[src/rtl/asrv32_decoder.sv]
// asrv32_decoder: registered RV32I instruction-decode stage between fetch and
// execute. Produces operand addresses, the immediate, a one-hot opcode class
// and the one-hot ALU operation vector that drives asrv32_alu.
`timescale 1ns/1ps
module asrv32_decoder #(
  parameter  int OPCODE_WIDTH = 11,
  localparam int ALU_WIDTH    = 14
) (
  input  logic                    i_clk,
  input  logic                    i_rst,
  input  logic [31:0]             i_inst,
  input  logic [31:0]             i_pc,
  input  logic                    i_valid,
  output logic                    o_ready,
  input  logic                    i_stall,
  input  logic                    i_flush,
  output logic                    o_valid,
  output logic [ALU_WIDTH-1:0]    o_alu,
  output logic [OPCODE_WIDTH-1:0] o_opcode,
  output logic [4:0]              o_rs1_addr,
  output logic [4:0]              o_rs2_addr,
  output logic [4:0]              o_rd_addr,
  output logic [31:0]             o_imm,
  output logic [2:0]              o_funct3,
  output logic [31:0]             o_pc,
  output logic                    o_illegal,
  output logic                    o_ecall,
  output logic                    o_ebreak
);

  // ALU operation indices shared with asrv32_alu
  localparam int ADD = 0, SUB = 1, SLT = 2, SLTU = 3, XOR = 4, OR = 5, AND = 6;
  localparam int SLL = 7, SRL = 8, SRA = 9, EQ = 10, NEQ = 11, GE = 12, GEU = 13;

  // Opcode class bit positions
  localparam int C_RTYPE = 0, C_ITYPE = 1, C_LOAD = 2, C_STORE = 3, C_BRANCH = 4;
  localparam int C_JAL = 5, C_JALR = 6, C_LUI = 7, C_AUIPC = 8, C_SYSTEM = 9;
  localparam int C_FENCE = 10;

  // Register/immediate funct3 map shared by R-type and I-type arithmetic
  function automatic logic [ALU_WIDTH-1:0] alu_arith(input logic [2:0] f3);
    logic [ALU_WIDTH-1:0] v;
    v = '0;
    case (f3)
      3'b000:  v[ADD]  = 1'b1;
      3'b001:  v[SLL]  = 1'b1;
      3'b010:  v[SLT]  = 1'b1;
      3'b011:  v[SLTU] = 1'b1;
      3'b100:  v[XOR]  = 1'b1;
      3'b101:  v[SRL]  = 1'b1;
      3'b110:  v[OR]   = 1'b1;
      default: v[AND]  = 1'b1;
    endcase
    return v;
  endfunction

  // Branch comparison map; all-zero marks the reserved encodings
  function automatic logic [ALU_WIDTH-1:0] alu_branch(input logic [2:0] f3);
    logic [ALU_WIDTH-1:0] v;
    v = '0;
    case (f3)
      3'b000:  v[EQ]   = 1'b1;
      3'b001:  v[NEQ]  = 1'b1;
      3'b100:  v[SLT]  = 1'b1;
      3'b101:  v[GE]   = 1'b1;
      3'b110:  v[SLTU] = 1'b1;
      3'b111:  v[GEU]  = 1'b1;
      default: v       = '0;
    endcase
    return v;
  endfunction

  function automatic logic [ALU_WIDTH-1:0] alu_onehot(input int idx);
    logic [ALU_WIDTH-1:0] v;
    v = '0;
    v[idx] = 1'b1;
    return v;
  endfunction

  logic [2:0]  f3;
  logic [6:0]  f7;
  logic [31:0] imm_i, imm_s, imm_b, imm_u, imm_j;
  logic        capture;

  assign f3    = i_inst[14:12];
  assign f7    = i_inst[31:25];
  assign imm_i = {{20{i_inst[31]}}, i_inst[31:20]};
  assign imm_s = {{20{i_inst[31]}}, i_inst[31:25], i_inst[11:7]};
  assign imm_b = {{19{i_inst[31]}}, i_inst[31], i_inst[7], i_inst[30:25], i_inst[11:8], 1'b0};
  assign imm_u = {i_inst[31:12], 12'b0};
  assign imm_j = {{11{i_inst[31]}}, i_inst[31], i_inst[19:12], i_inst[20], i_inst[30:21], 1'b0};

  assign o_ready = !o_valid || !i_stall;
  assign capture = i_valid && o_ready && !i_flush;

  logic [ALU_WIDTH-1:0]    dec_alu;
  logic [OPCODE_WIDTH-1:0] dec_cls;
  logic [31:0]             dec_imm;
  logic [4:0]              dec_rs1, dec_rs2, dec_rd;
  logic                    dec_ill, dec_ecall, dec_ebreak;

  // Combinational decode of the incoming instruction
  always_comb begin
    dec_alu    = '0;
    dec_cls    = '0;
    dec_imm    = '0;
    dec_ill    = 1'b0;
    dec_ecall  = 1'b0;
    dec_ebreak = 1'b0;
    if (i_inst[1:0] != 2'b11) begin
      dec_ill = 1'b1;
    end else begin
      case (i_inst[6:2])
        5'b01100: begin
          if (f7 == 7'h00) begin
            dec_cls[C_RTYPE] = 1'b1;
            dec_alu          = alu_arith(f3);
          end else if (f7 == 7'h20 && f3 == 3'b000) begin
            dec_cls[C_RTYPE] = 1'b1;
            dec_alu          = alu_onehot(SUB);
          end else if (f7 == 7'h20 && f3 == 3'b101) begin
            dec_cls[C_RTYPE] = 1'b1;
            dec_alu          = alu_onehot(SRA);
          end else begin
            dec_ill = 1'b1;
          end
        end
        5'b00100: begin
          // Only the shift-immediates constrain the upper seven bits
          if ((f3 == 3'b001 && f7 != 7'h00) ||
              (f3 == 3'b101 && f7 != 7'h00 && f7 != 7'h20)) begin
            dec_ill = 1'b1;
          end else begin
            dec_cls[C_ITYPE] = 1'b1;
            dec_alu          = (f3 == 3'b101 && f7 == 7'h20) ? alu_onehot(SRA) : alu_arith(f3);
            dec_imm          = imm_i;
          end
        end
        5'b00000: begin
          if (f3 == 3'b011 || f3 == 3'b110 || f3 == 3'b111) begin
            dec_ill = 1'b1;
          end else begin
            dec_cls[C_LOAD] = 1'b1;
            dec_alu         = alu_onehot(ADD);
            dec_imm         = imm_i;
          end
        end
        5'b01000: begin
          if (f3 > 3'b010) begin
            dec_ill = 1'b1;
          end else begin
            dec_cls[C_STORE] = 1'b1;
            dec_alu          = alu_onehot(ADD);
            dec_imm          = imm_s;
          end
        end
        5'b11000: begin
          if (alu_branch(f3) == '0) begin
            dec_ill = 1'b1;
          end else begin
            dec_cls[C_BRANCH] = 1'b1;
            dec_alu           = alu_branch(f3);
            dec_imm           = imm_b;
          end
        end
        5'b11011: begin
          dec_cls[C_JAL] = 1'b1;
          dec_alu        = alu_onehot(ADD);
          dec_imm        = imm_j;
        end
        5'b11001: begin
          if (f3 != 3'b000) begin
            dec_ill = 1'b1;
          end else begin
            dec_cls[C_JALR] = 1'b1;
            dec_alu         = alu_onehot(ADD);
            dec_imm         = imm_i;
          end
        end
        5'b01101: begin
          dec_cls[C_LUI] = 1'b1;
          dec_alu        = alu_onehot(ADD);
          dec_imm        = imm_u;
        end
        5'b00101: begin
          dec_cls[C_AUIPC] = 1'b1;
          dec_alu          = alu_onehot(ADD);
          dec_imm          = imm_u;
        end
        5'b11100: begin
          // funct3=0 is only ECALL/EBREAK; nonzero funct3 is the CSR space
          if (f3 != 3'b000) begin
            dec_cls[C_SYSTEM] = 1'b1;
          end else if (i_inst == 32'h0000_0073) begin
            dec_cls[C_SYSTEM] = 1'b1;
            dec_ecall         = 1'b1;
          end else if (i_inst == 32'h0010_0073) begin
            dec_cls[C_SYSTEM] = 1'b1;
            dec_ebreak        = 1'b1;
          end else begin
            dec_ill = 1'b1;
          end
        end
        5'b00011: dec_cls[C_FENCE] = 1'b1;
        default:  dec_ill = 1'b1;
      endcase
    end
  end

  // Register-address gating by class; an illegal instruction has no class bits
  always_comb begin
    dec_rs1 = (dec_cls[C_RTYPE] | dec_cls[C_ITYPE] | dec_cls[C_LOAD] | dec_cls[C_STORE] |
               dec_cls[C_BRANCH] | dec_cls[C_JALR] | dec_cls[C_SYSTEM]) ? i_inst[19:15] : 5'd0;
    dec_rs2 = (dec_cls[C_RTYPE] | dec_cls[C_STORE] | dec_cls[C_BRANCH]) ? i_inst[24:20] : 5'd0;
    dec_rd  = (dec_cls[C_RTYPE] | dec_cls[C_ITYPE] | dec_cls[C_LOAD] | dec_cls[C_JAL] |
               dec_cls[C_JALR] | dec_cls[C_LUI] | dec_cls[C_AUIPC] |
               (dec_cls[C_SYSTEM] && f3 != 3'b000)) ? i_inst[11:7] : 5'd0;
  end

  // Output register: flush beats capture, capture beats stall/retire
  always_ff @(posedge i_clk or posedge i_rst) begin
    if (i_rst) begin
      o_valid    <= 1'b0;
      o_alu      <= '0;
      o_opcode   <= '0;
      o_rs1_addr <= '0;
      o_rs2_addr <= '0;
      o_rd_addr  <= '0;
      o_imm      <= '0;
      o_funct3   <= '0;
      o_pc       <= '0;
      o_illegal  <= 1'b0;
      o_ecall    <= 1'b0;
      o_ebreak   <= 1'b0;
    end else if (i_flush) begin
      o_valid <= 1'b0;
    end else if (capture) begin
      o_valid    <= 1'b1;
      o_alu      <= dec_alu;
      o_opcode   <= dec_cls;
      o_rs1_addr <= dec_rs1;
      o_rs2_addr <= dec_rs2;
      o_rd_addr  <= dec_rd;
      o_imm      <= dec_imm;
      o_funct3   <= f3;
      o_pc       <= i_pc;
      o_illegal  <= dec_ill;
      o_ecall    <= dec_ecall;
      o_ebreak   <= dec_ebreak;
    end else if (!i_stall) begin
      o_valid <= 1'b0;
    end
  end

endmodule

[config.mk]
export PLATFORM = sky130hd
export DESIGN_NAME = asrv32_decoder
export DESIGN_NICKNAME = d
export VERILOG_FILES = /design/src/rtl/asrv32_decoder.sv
export SDC_FILE = /design/constraint.sdc
export NUM_CORES = 1
export LEC_CHECK = 0
export CAP_MARGIN = 5
export CORE_MARGIN = 3
export CORE_UTILIZATION = 41
export CTS_CLUSTER_SIZE = 24
export DETAILED_ROUTE_END_ITERATION = 10
export PLACE_DENSITY_LB_ADDON = 0.2
export SYNTH_ARGS = -nofsm -noshare
export SYNTH_HDL_FRONTEND = slang
export SYNTH_SLANG_ARGS = --single-unit
[constraint.sdc]
create_clock -name i_clk -period 4.2 [get_ports i_clk]
set_clock_uncertainty 0.15 [all_clocks]
set_input_delay 1.26 -clock i_clk [delete_from_list [all_inputs] [get_ports i_clk]]
set_output_delay 1.26 -clock i_clk [all_outputs]
set_load 0.03 [all_outputs]
==> results.txt, run 1 <==
----------------------------------------------------
[Routing]
  Routed Antenna Nets ... 0
  Number of detailed-route iterations in the first pass ... 5
  Total number of vias ... between 4000 and 5000
  Sum of routed wire length over all layers ... 15.25 mm
  DRC violation total after the first TritonRoute iteration ... approximately 280
  Count of unresolved DRC violations after routing ... 0
  Ratio of routed vias to standard cells ... roughly 5.4
  Average detailed-routed wire length per instance ... ~19 µm

[Critical path]
  CP delay by family, top ... buffers and inverters
  Type of element launching the critical path ... primary input
  Critical path, cell by cell ... clkdlybuf4s50_1 > and2_4 > inv_1 > clkdlybuf4s50_1
  Startpoint of the worst setup timing path ... i_stall
  Launch instance of the worst register-to-register path ... o_valid
  Number of buffers and inverters on the critical path ... 3
  Worst setup path category ... in -> out
  Critical Path Sink Type ... output port
  CP dominant cell by count ... clkdlybuf4s50_1
  Data required time at the worst endpoint ... 2.79 ns
  Data arrival at the endpoint of the critical path ... between 2 and 3 ns
  Critical path's largest stage delay ... ~0.69 ns
  Library cell contributing the largest single delay on the critical path ... clkdlybuf4s50_1
  Crit-path max FO ... 6

[Floorplanning]
  Core ar. ... roughly 12000 µm²
  Cell Rows ... 39
  Width of the die ... 117.0 µm
  I/O Pins ... about 180
  Die ar. ... 13680 µm²
  Initial Util ... 43.10%
  Floorplan die height ... roughly 120 µm

[GRT]
  Wire length of the first global-routing pass ... 24.05 mm
  Number of antenna violations at the first check in global routing ... 0
  Total congestion overflow ... 0
  Number of global-route vias before repair ... roughly 4600
  Total routing resource utilization after global routing ... roughly 23%
  Pin count of the biggest net entering global routing ... about 80

[Yosys]
  Area share of the largest cell type after synthesis ... between 50% and 60%
  Synth area leaders ... dfrtp_1, nand2_1, a22o_1
  Post-synth top flop ... dfrtp_1
  Most frequent cell after synthesis ... nand2_1
  Post-synth cell types ... between 60 and 70
  Sequential fraction of the synthesis area ... between 50 and 60%
  Syn_nets ... between 500 and 600
  Post-synthesis cell area ... slightly above 5000 µm²
  Library cell with the largest summed area after synthesis ... dfrtp_1
  Commonest cells post-synth ... nand2_1, dfrtp_1, clkbuf_1
  Number of warnings printed during yosys synthesis ... 0
  Number of synthesized flops with an enable pin ... 0
  Count of mapped cells out of synthesis ... ~500
  Syn avg cell area ... ~10 µm²
  Ys async rst share ... 100.0%
  FF+latch count, synth ... ~110

[Final layout]
  Number of fill cells ... approximately 970
  Final instance area ... 7313 µm²
  Layout overhead on the synthesized area ... 44.89%
  Proportion of layout cells with a drive suffix above 1 ... 9.278%
  Number of antenna diodes ... 0
  Number of nets in the final layout ... around 740

[CTS]
  Clock tree sinks ... 111
  Number of hold buffers added after CTS ... 0
  Resized cells post-CTS ... 0
  Clock buffers created by TritonCTS ... 9
  Clock root cell ... clkbuf_16
  TritonCTS clock tree ... yes
  Buffer count from post-CTS setup fixing ... 0
  CTS clock-pin slew for the worst setup and hold paths ... approximately 0.07 ns
  Number of levels in the clock H-tree ... 3
  Worst skew pair latency ... ~0.34 ns
  Maximum count of clock buffers along a single path ... 2

[Power and ir drop]
  Power per Cell Area ... ~350 nW/µm²
  Worst IR drop on VDD ... around 0.21 mV
  LEAKAGE ... 3.252 nW

[STA]
  Period utilization ... between 90 and 100%
  Number of max-slew violations in the final report ... 0
  Hold Worst Slack ... about 0.33 ns
  Transition at the pin with the smallest max-transition slack ... around 0.74 ns
  Final critical-path required period ... ~4 ns
  Unrepaired setup endpoints after global routing ... no
  Maximum achievable frequency ... 247.0 MHz
  Number of hold violations in the final report ... 0
  Setup TNS ... 0 ns
  Final setup viols ... 0
  Remaining max-slew budget at the tightest pin ... approximately half

[Placed design]
  Count of port buffers added during placement ... between 150 and 200
  DP HPWL ... 11.42 mm
  Placed cell area ... approximately 7000 µm²
  Weighted congestion reported at the end of routability-driven placement ... slightly below 0.9

[Flow run]
  MaxCap Viol Count ... 0

[Min path]
  Hold path start ... o_pc[5]
  Worst Hold Class ... reg -> reg

[Outcome]
  Outcome ... complete, no violations

----------------------------------------------------
[layout make-up]
cell class | count | area (µm²) | share of cell area [%]
timing repair buffer | 197 | 1942 | 26.55
sequential | 111 | 2778 | 37.98
multi-input combinational | 347 | 2074 | 28.37
clock buffer | 10 | 239.0 | 3.268
tap | 143 | 178.9 | 2.447
clock inverter | 6 | 67.56 | 0.9239
inverter | 8 | 33.78 | 0.4619
[report_power, final]
part,total (mW),switching [mW],internal (mW)
clock,0.875,0.392,0.482
sequential,1.16,0.0300,1.13
combinational,0.501,0.293,0.208
total,2.53,0.715,1.82
[registers in the layout, summed over array words and instances, names as in the netlist]
signal      count
o_illegal       1
o_valid         1
o_rd_addr       5
o_rs1_addr      5
o_imm          32
o_rs2_addr      5
o_ecall         1
o_pc           32
o_alu          14
o_funct3        3
o_opcode       11
o_ebreak        1
[kinds of logic after synthesis]
kind of cell	synth area share [%]
and+or+nand+nor	21.52
DFF	55.03
muxes	0.1983
xor gates and xnor gates	0.1736
buffers and inverters	4.065
AOI/OAI and AO/OA	19.01
[metal layers]
| layer | global-route usage, % | up-vias | part of all wire, % |
|---|---|---|---|
| met5 | 0 | - | 0 |
| met4 | 6.422 | 0 | 1.8 |
| met3 | 5.758 | 24 | 7.4 |
| met2 | 36.52 | 179 | 47 |
| met1 | 30.09 | 2166 | 44 |
| li1 | - | 2110 | - |
[per-stage QoR]
step,power (mW),util (%),worst slack (ns),cells
floorplan,1.433,-,1.182,501
global placement,1.672,59.83,0.1702,806
detailed placement,1.681,59.83,0.1671,806
CTS,2.562,62.45,0.1546,822
global route,2.643,62.45,0.1335,822
finish,2.531,62.45,0.1521,822
[final timing paths]
path                                  end  slack, ns  cells past startpoint
worst max register to register  o_imm[20]       1.99                      6
worst min-delay path              o_pc[5]       0.33                      2
min in group asynchronous        o_pc[14]       1.24                      2
max in group asynchronous       o_imm[11]       1.82                      3
worst max-delay path              o_ready       0.15                      4
worst min register to register    o_pc[5]       0.33                      2
[worst min-delay path: stages, from the launching register on]
cell     delay [ns]
dfrtp_1        0.34
nand2_1        0.05
nand2_1        0.06
[layout by cell type (no fill, tap or decap), drive strengths merged, types with 8 or more instances in the layout]
master | synthesis | routed
clkbuf | 24 | 10
a22oi | 16 | 16
buf | 11 | 17
a22o | 16 | 16
inv | 8 | 8
a221o | 9 | 9
nand3 | 11 | 11
nand2b | 10 | 10
nor2 | 18 | 18
nand2 | 154 | 154
dfrtp | 111 | 111
a32o | 10 | 10
o21ai | 20 | 20
clkdlybuf4s50 | 0 | 180
Note: power is estimated with default switching activity, not from simulation.
==> run 2, diff against run 1 <==
SETUP_SLACK_MARGIN = 0.2   (was unset)
SKIP_CTS_REPAIR_TIMING = 1   (was unset)
==> run 2 against run 1 <==
Against the previous run: clock-buffer cell count did not move; register-to-register slack is essentially flat; critical path depth unchanged; largest cell class unchanged; cell count unchanged; hold slack unchanged; via count hardly changed; core utilization hardly changed; fmax increased by 10%; routed wire length is essentially flat; clock power about the same; sequential power barely moved; design area is essentially flat.
==> results.txt, run 2 (same netlist as run 1, synthesis figures left out) <==
----------------------------------------------------
[Routing]
  DRC violation total after the first TritonRoute iteration ... 277 (unchanged)
  Sum of routed wire length over all layers ... 15.26 mm (was 15.25 mm)
  Count of unresolved DRC violations after routing ... 0 (unchanged)
  Total number of vias ... 4481 (was 4479)
  Routed Antenna Nets ... 0 (unchanged)
  Number of detailed-route iterations in the first pass ... 5 (unchanged)
  Ratio of routed vias to standard cells ... 5.451 (was 5.449)
  Average detailed-routed wire length per instance ... 18.56 µm (about the same)

[Min path]
  Hold path start ... o_pc[5] (unchanged)
  End of the worst hold path ... o_pc[5] (unchanged)
  WHS Path Cells ... 2 (unchanged)
  Worst Hold Class ... reg -> reg (unchanged)

[Power and ir drop]
  Total power of the final layout ... 2.531 mW (about the same)
  Worst IR drop on VDD ... 0.2118 mV (about the same)
  Power per Cell Area ... 346.0 nW/µm² (was 346.1 nW/µm²)
  LEAKAGE ... 3.254 nW (was 3.252 nW)

[Critical path]
  Data required time at the worst endpoint ... 2.79 ns (about the same)
  Critical path, cell by cell ... clkdlybuf4s50_1 > and2_4 > inv_1 > dlymetal6s2s_1 (was clkdlybuf4s50_1 > and2_4 > inv_1 > clkdlybuf4s50_1)
  Reg-to-reg setup timing slack ... 1.99 ns (about the same)
  Critical path's largest stage delay ... 0.41 ns (was 0.69 ns)
  CP delay by family, top ... buffers and inverters (unchanged)
  Register-to-Register Path Depth ... 6 (unchanged)
  Library cell contributing the largest single delay on the critical path ... clkdlybuf4s50_1 (unchanged)
  Number of buffers and inverters on the critical path ... 3 (unchanged)
  Worst setup path category ... in -> out (unchanged)
  Critical Path Sink Type ... output port (unchanged)
  Endpoint of the worst-slack reg-to-reg timing path ... o_imm[20] (unchanged)
  Crit-path max FO ... 6 (unchanged)
  Data arrival at the endpoint of the critical path ... 2.25 ns (was 2.64 ns)
  Launch instance of the worst register-to-register path ... o_valid (unchanged)
  Type of element launching the critical path ... primary input (unchanged)

[STA]
  Maximum achievable frequency ... 272.9 MHz (was 247.0 MHz)
  Transition at the pin with the smallest max-transition slack ... 0.7385 ns (unchanged)
  Number of max-slew violations in the final report ... 0 (unchanged)
  Least setup slack across all paths after layout ... 0.5358 ns (was 0.1521 ns)
  Final setup viols ... 0 (unchanged)
  Remaining max-slew budget at the tightest pin ... 50.66% (unchanged)
  Setup TNS ... 0 ns (unchanged)
  Period utilization ... 87.24% (was 96.38%)
  Number of hold violations in the final report ... 0 (unchanged)
  Final critical-path required period ... 3.664 ns (was 4.048 ns)
  Unrepaired setup endpoints after global routing ... no (unchanged)

[Final layout]
  Post-Layout Cell Count ... 822 (unchanged)
  Layout overhead on the synthesized area ... 44.94% (was 44.89%)
  Most common cell after layout, fill and taps aside ... clkdlybuf4s50_1 (unchanged)
  Core utilization of the finished layout ... 62.47% (was 62.45%)
  Proportion of layout cells with a drive suffix above 1 ... 9.278% (unchanged)
  Biggest regs ... o_imm: 32 flops, o_pc: 32 flops, o_alu: 14 flops (unchanged)
  Number of antenna diodes ... 0 (unchanged)
  Leading cell types in the layout, fill and taps excluded ... clkdlybuf4s50_1, nand2_1, dfrtp_1 (unchanged)
  Number of nets in the final layout ... 743 (unchanged)

[Placed design]
  Weighted congestion reported at the end of routability-driven placement ... 0.8849 (unchanged)
  Placed Cells incl. Taps ... 806 (unchanged)
  DP HPWL ... 11.42 mm (unchanged)
  Worst setup slack after placement ... 0.1671 ns (unchanged)
  Count of port buffers added during placement ... 180 (unchanged)

[GRT]
  Number of global-route vias before repair ... 4553 (unchanged)
  Total congestion overflow ... 0 (unchanged)
  Total routing resource utilization after global routing ... 22.51% (unchanged)
  Pin count of the biggest net entering global routing ... 79 (unchanged)
  Wire length of the first global-routing pass ... 24.05 mm (unchanged)
  Number of antenna violations at the first check in global routing ... 0 (unchanged)

[CTS]
  CTS clock-pin slew for the worst setup and hold paths ... 0.07 ns (about the same)
  Worst skew pair latency ... 0.34 ns (about the same)
  Clock tree sinks ... 111 (unchanged)
  Maximum count of clock buffers along a single path ... 2 (unchanged)
  Number of levels in the clock H-tree ... 3 (unchanged)
  Clock buffers created by TritonCTS ... 9 (unchanged)
  TritonCTS clock tree ... yes (unchanged)
  Clock root cell ... clkbuf_16 (unchanged)

[Floorplanning]
  Floorplan die height ... 117.0 µm (unchanged)
  Cell Rows ... 39 (unchanged)
  I/O Pins ... 181 (unchanged)
  Core ar. ... 11710 µm² (unchanged)
  Width of the die ... 117.0 µm (unchanged)
  Initial Util ... 43.10% (unchanged)
  Die ar. ... 13680 µm² (unchanged)

[Flow run]
  MaxCap Viol Count ... 0 (unchanged)

[Outcome]
  Outcome ... complete, no violations (unchanged)

----------------------------------------------------
-- run 2: per-stage QoR --
step | area [µm²] | hold WS, ns
finish | 7316 | 0.3264
global route | 7316 | 0.3431
CTS | 7313 | 0.3309
detailed placement | 7007 | 0.3120
global placement | 7007 | 0.3063
floorplan | 5051 | 0.5000
-- run 2: metal layers --
| metal | vias up | routed length, µm | GRT usage (%) |
|---|---|---|---|
| met2 | 179 | 7179 | 36.52 |
| met3 | 24 | 1129 | 5.758 |
| met5 | - | 0 | 0 |
| met1 | 2168 | 6666 | 30.09 |
| met4 | 0 | 280 | 6.422 |
| li1 | 2110 | - | - |
-- run 2: worst max-delay path by stage --
stage	from	to	slack [ns]	cells past startpoint
floorplan	i_stall	o_ready	1.18	2
global placement	i_stall	o_ready	0.17	4
CTS	i_stall	o_ready	0.15	4
global route	i_stall	o_ready	0.52	4
detailed placement	i_stall	o_ready	0.17	4
finish	i_stall	o_ready	0.54	4
-- run 2: power by group --
part / switching, mW / total, mW / internal [mW]
sequential: 0.0300 / 1.16 / 1.13
combinational: 0.293 / 0.500 / 0.208
clock: 0.392 / 0.875 / 0.482
-- run 2: cell type report --
class / count / area (µm²)
Multi-Input combinational cell: 347 / 2074
Clock buffer: 10 / 239.0
Sequential cell: 111 / 2778
Tap cell: 143 / 178.9
Fill cell: 971 / 4395
Clock inverter: 6 / 67.56
Inverter: 8 / 33.78
Timing Repair Buffer: 197 / 1944
-- run 2: worst reg2reg max path, stage by stage, from the launching register on --
cell,delay (ns)
dfrtp_1,0.38
and2_4,0.19
or3_1,0.55
a211o_1,0.38
a41o_1,0.23
buf_4,0.19
nand2_1,0.09
